`src/rtl/melody_sequencer.sv`:
```
// Melody sequencer: an 8-entry note queue feeding a play/rest/gap playback FSM.
// Each queue entry carries a note index, an octave shift and a duration in
// ticks. Pitched notes (0-11) raise enable for the whole duration. Notes 12-15
// are rests. A silent gap follows every played note or rest.
module melody_sequencer #(
  parameter int TICK_CYCLES = 500000,
  parameter int GAP_TICKS   = 2
) (
  input  logic        clk_50mhz,
  input  logic        reset,
  input  logic        wr_en,
  input  logic [14:0] wr_data,
  input  logic        flush,
  output logic [3:0]  note,
  output logic [2:0]  octave,
  output logic        enable,
  output logic        full,
  output logic        empty,
  output logic [3:0]  level,
  output logic        busy
);

  localparam int                PRE_W    = (TICK_CYCLES > 1) ? $clog2(TICK_CYCLES) : 1;
  localparam logic [PRE_W-1:0]  PRE_MAX  = PRE_W'(TICK_CYCLES - 1);
  localparam logic [7:0]        GAP_LEN  = 8'(GAP_TICKS);
  localparam bit                HAS_GAP  = (GAP_TICKS > 0);

  typedef enum logic [1:0] {IDLE, PLAY, REST, GAP} state_t;

  state_t           state;
  logic [14:0]      mem [8];
  logic [2:0]       wr_ptr;
  logic [2:0]       rd_ptr;
  logic [PRE_W-1:0] pre;
  logic [7:0]       ticks;

  logic [14:0]      head;
  logic [3:0]       head_note;
  logic [2:0]       head_oct;
  logic [7:0]       head_dur;
  logic             head_pitched;
  logic             last_tick;
  logic             seg_end;
  logic             pop;
  logic             push;

  assign head         = mem[rd_ptr];
  assign head_note    = head[14:11];
  assign head_oct     = head[10:8];
  assign head_dur     = head[7:0];
  assign head_pitched = (head_note < 4'd12);

  // Final cycle of the current segment: last prescaler count of the last tick.
  assign last_tick = (pre == PRE_MAX) && (ticks == 8'd1);

  // A segment hands over to the next queue entry at the end of GAP, or at the
  // end of PLAY/REST when no gap is configured.
  always_comb begin
    seg_end = 1'b0;
    case (state)
      PLAY, REST: seg_end = last_tick && !HAS_GAP;
      GAP:        seg_end = last_tick;
      default:    seg_end = 1'b0;
    endcase
  end

  assign pop  = !empty && !flush && ((state == IDLE) || seg_end);
  assign push = wr_en && !full && !flush;
  assign busy = (state != IDLE);

  // Queue storage; entries are data only and need no reset.
  always_ff @(posedge clk_50mhz) begin
    if (push) mem[wr_ptr] <= wr_data;
  end

  // Queue pointers and registered occupancy flags.
  always_ff @(posedge clk_50mhz or posedge reset) begin
    if (reset) begin
      wr_ptr <= 3'd0;
      rd_ptr <= 3'd0;
      level  <= 4'd0;
      full   <= 1'b0;
      empty  <= 1'b1;
    end else if (flush) begin
      wr_ptr <= 3'd0;
      rd_ptr <= 3'd0;
      level  <= 4'd0;
      full   <= 1'b0;
      empty  <= 1'b1;
    end else begin
      if (push) wr_ptr <= wr_ptr + 3'd1;
      if (pop)  rd_ptr <= rd_ptr + 3'd1;
      case ({push, pop})
        2'b10: begin
          level <= level + 4'd1;
          full  <= (level == 4'd7);
          empty <= 1'b0;
        end
        2'b01: begin
          level <= level - 4'd1;
          full  <= 1'b0;
          empty <= (level == 4'd1);
        end
        default: ;
      endcase
    end
  end

  // Playback FSM with registered note/octave/enable and tick timing.
  always_ff @(posedge clk_50mhz or posedge reset) begin
    if (reset) begin
      state  <= IDLE;
      note   <= 4'd0;
      octave <= 3'd0;
      enable <= 1'b0;
      pre    <= '0;
      ticks  <= 8'd0;
    end else if (flush) begin
      state  <= IDLE;
      enable <= 1'b0;
      pre    <= '0;
      ticks  <= 8'd0;
    end else if (pop) begin
      if (head_dur == 8'd0) begin
        // Zero-length entries are consumed silently.
        state  <= IDLE;
        enable <= 1'b0;
      end else begin
        note   <= head_note;
        octave <= head_oct;
        state  <= head_pitched ? PLAY : REST;
        enable <= head_pitched;
        pre    <= '0;
        ticks  <= head_dur;
      end
    end else begin
      case (state)
        PLAY, REST: begin
          if (last_tick) begin
            enable <= 1'b0;
            if (HAS_GAP) begin
              state <= GAP;
              pre   <= '0;
              ticks <= GAP_LEN;
            end else begin
              state <= IDLE;
            end
          end else if (pre == PRE_MAX) begin
            pre   <= '0;
            ticks <= ticks - 8'd1;
          end else begin
            pre <= pre + 1'b1;
          end
        end
        GAP: begin
          if (last_tick) begin
            state <= IDLE;
          end else if (pre == PRE_MAX) begin
            pre   <= '0;
            ticks <= ticks - 8'd1;
          end else begin
            pre <= pre + 1'b1;
          end
        end
        default: ;
      endcase
    end
  end

endmodule

```
`config.mk`:
```
export PLATFORM = sky130hd
export DESIGN_NAME = melody_sequencer
export DESIGN_NICKNAME = d
export VERILOG_FILES = /design/src/rtl/melody_sequencer.sv
export SDC_FILE = /design/constraint.sdc
export NUM_CORES = 1
export LEC_CHECK = 0
export ABC_AREA = 1
export CAP_MARGIN = 20
export CORE_UTILIZATION = 60
export CTS_CLUSTER_SIZE = 12
export DETAILED_ROUTE_END_ITERATION = 16
export GPL_ROUTABILITY_DRIVEN = 0
export HOLD_SLACK_MARGIN = 0.02
export PLACE_DENSITY = 0.86
export SLEW_MARGIN = 5
export SYNTH_ARGS = -nofsm -noshare
export SYNTH_HDL_FRONTEND = slang
export SYNTH_SLANG_ARGS = --single-unit
```
`constraint.sdc`:
```
create_clock -name clk_50mhz -period 2.85 [get_ports clk_50mhz]
set_clock_uncertainty 0.1 [all_clocks]
set_input_delay 0.57 -clock clk_50mhz [delete_from_list [all_inputs] [get_ports clk_50mhz]]
set_output_delay 0.57 -clock clk_50mhz [all_outputs]
set_load 0.01 [all_outputs]
```
==> impl_metrics.py <==
metrics = {
    "floorplanning": {
        "core_area_um2": 13400,
        "io_pins": 34,
        "die_h_um": 119.9,
        "die_w_um": 119.9,
        "rows": 42,
        "dieArea_um2": 14370,
        "start_util_pct": 62.21,
    },
    "finish": {
        "final_common_cell": "nand2_1",
        "fin_nets": 981,
        "seq_area_um2": 4832,
        "multiInputGateArea_um2": 2942,
        "final_cell_mix": "nand2_1 (215), nor2_1 (122), edfxtp_1 (120), nand3_1 (105), inv_1 (84)",
        "drive_gt1_share_pct": 9.741,
        "diodes": 0,
        "syn2layout_area_growth_pct": 13.61,
        "fillCellCount": 907,
        "final_cell_count_no_fill": 1141,
        "fin_util_pct": 70.68,
    },
    "timing": {
        "slew_headroom_pct": 60.48,
        "period_minus_slack_ns": 2.559,
        "rsz0062_at_grt": "false",
        "drv_slew": 0,
        "setup_viol": 0,
        "tightest_slew_ns": 0.5919,
        "hold_viol": 0,
        "fin_crit_sh_pct": 89.80,
        "tns_ns": 0,
        "finalWorstSetupSlack_ns": 0.2907,
        "clock.fmax_ghz": 0.3907,
    },
    "critical_path": {
        "arrival_ns": 1.89,
        "startpoint_type": "register",
        "required_ns": 2.18,
        "worstPathMaxFanout": 5,
        "end_kind": "output pin",
        "rrSetupSlack_ns": 0.29,
        "path_class": "reg -> out",
    },
    "logic_synthesis": {
        "synth_flop_cell": "edfxtp_1",
        "synth_xor_area_share_pct": 1.366,
        "synth_adder_area_share_pct": 1.501,
        "synth_warnings": 0,
        "syn_inst": 909,
        "postSynth.asyncResetShare_pct": 28.99,
        "synth_top_area_share_pct": 43.22,
        "synth_edf_count": 120,
        "synth_seq_cells": 169,
        "syn_avg_cell_area_um2": 9.171,
        "synth_top_family_by_area": "simple AND/OR/NAND/NOR gates",
        "syn_nets": 938,
        "synth-seq-area-share_pct": 57.95,
        "synth_compound_area_share_pct": 6.258,
        "syn_area_um2": 8337,
        "synth_area_leader_cell": "edfxtp_1",
        "yosysUniqueCellTypes": 40,
        "synth-simple-area-share_pct": 26.16,
        "synth.area.top_cells": "edfxtp_1 (43%), dfrtp_1 (14%), nand2_1 (9.7%), nand3_1 (6.3%), nor2_1 (5.5%)",
        "synthMuxAreaShare_pct": 0,
    },
    "flow_run": {
        "drv_cap": 0,
    },
    "routing": {
        "drc": 0,
        "vias_per_cell": 5.935,
        "wire_per_inst_um": 18.45,
        "vias": 6772,
        "ant_nets": 0,
        "dr.pass1.iters": 6,
        "wirelength_um": 21060,
        "drtIter0Drc": 843,
    },
    "placement": {
        "hpwl_um": 13520,
        "portBuffers": 33,
        "dp_cells": 1109,
        "preCtsSetupSlack_ns": 0.2841,
    },
    "clocking": {
        "cts-hold-fix-buffers": 0,
        "cts_tree": "yes",
        "post_cts_resized": 0,
        "clock_sinks": 169,
        "cts_max_level": 4,
        "cts_buffers": 17,
        "cts_root_buf": "clkbuf_16",
        "insertion_delay_ns": 0.44,
        "cts_setup_buffers": 0,
        "clockBufferDepth": 2,
        "clkTransAtPathRegs_ns": 0.07,
    },
    "global_route": {
        "grt_max_degree": 31,
        "antenna_found_initial": 0,
        "gr-total-overflow": 0,
        "grt_use_total_pct": 31.66,
        "grt_pass1_wl_um": 34100,
        "grt_pass1_vias": 6546,
    },
    "power": {
        "vdd_drop_max_mv": 0.6105,
        "power.density_nw_per_um2": 672.9,
        "power.total_mw": 6.373,
        "power.leakage_nw": 3.997,
    },
    "outcome": {
        "status": "finished clean",
    },
    "hold_path": {
        "min_path_type": "reg -> reg",
    },
}
## power by group
group | switching, mW | internal (mW)
Clock | 1.04 | 1.23
Combinational | 0.777 | 0.450
Sequential | 0.114 | 2.77
## synth_stat cells, types with 2 or more instances
cell type and number:
o22ai_1 6, nor2_2 3, o211ai_1 3, dfrtp_1 48, a21oi_1 8, nand2_2 13, buf_2 18, o21ai_1 8
nand3b_1 2, nand3_2 2, nand2_1 215, buf_4 4, inv_1 85, o21ai_0 61, xor2_1 12, edfxtp_1 120
nor2_1 122, nand4_1 14, o221ai_1 5, nand2_4 3, nor3_1 11, ha_1 10, clkbuf_1 12, inv_2 3
nand3_1 105, buf_6 2
## metrics by stage
stage	hold slack [ns]	area, um2
final	0.4062	9472
after global routing	0.4291	9472
after CTS	0.4056	9472
after detailed placement	0.3915	8907
after global placement	0.3743	8907
after floorplan	0.3974	8337
## cell type report
type / count / area share (%)
well taps: 176 / 2.325
flip-flops and latches: 169 / 51.02
clock inverters: 13 / 1.387
multi-input cells: 612 / 31.06
repair buffers: 62 / 5.918
inverters: 90 / 3.725
clock buffers: 19 / 4.571
## state kept, by name, summed over array words and instances (netlist names), 3 cells and up
name	cells
mem	120
pre	19
ticks	8
level	4
note	4
octave	3
rd_ptr	3
wr_ptr	3
## path summary, 6_finish.rpt
check	cells after the start	startpoint	to
max	4	state[0]	busy
min	2	note[3]	note[3]
max reg2reg	13	pre[0]	note[1]
min reg2reg	2	note[3]	note[3]
max in group asynchronous	3	reset	rd_ptr[0]
min in group asynchronous	2	reset	pre[10]
## worst max-delay path, cell delays in order, from the launching register on
cell and delay (ns):
dfrtp_1 0.38, inv_1 0.06, ha_1 0.18, inv_1 0.23, clkdlybuf4s50_1 0.61
## per-layer routing
layer  routed length, um  part of all wire, %  global-route usage, %  vias up
met3                1948                  9.3                  6.131       82
met4                 829                  3.9                  14.84        0
met2               10450                   50                  52.35      418
met1                7826                   37                  40.30     3163
li1                    -                    -                      -     3109
met5                   0                    0                      0        -
## cells by family after synthesis
kind of cell             after synthesis
AO/OA/AOI/OAI                         94
adder cells (fa/ha/maj)               10
flip-flops                           169
buffers and inverters                128
XOR/XNOR                              13
AND/OR/NAND/NOR                      495
Note: power is estimated with default switching activity, not from simulation.
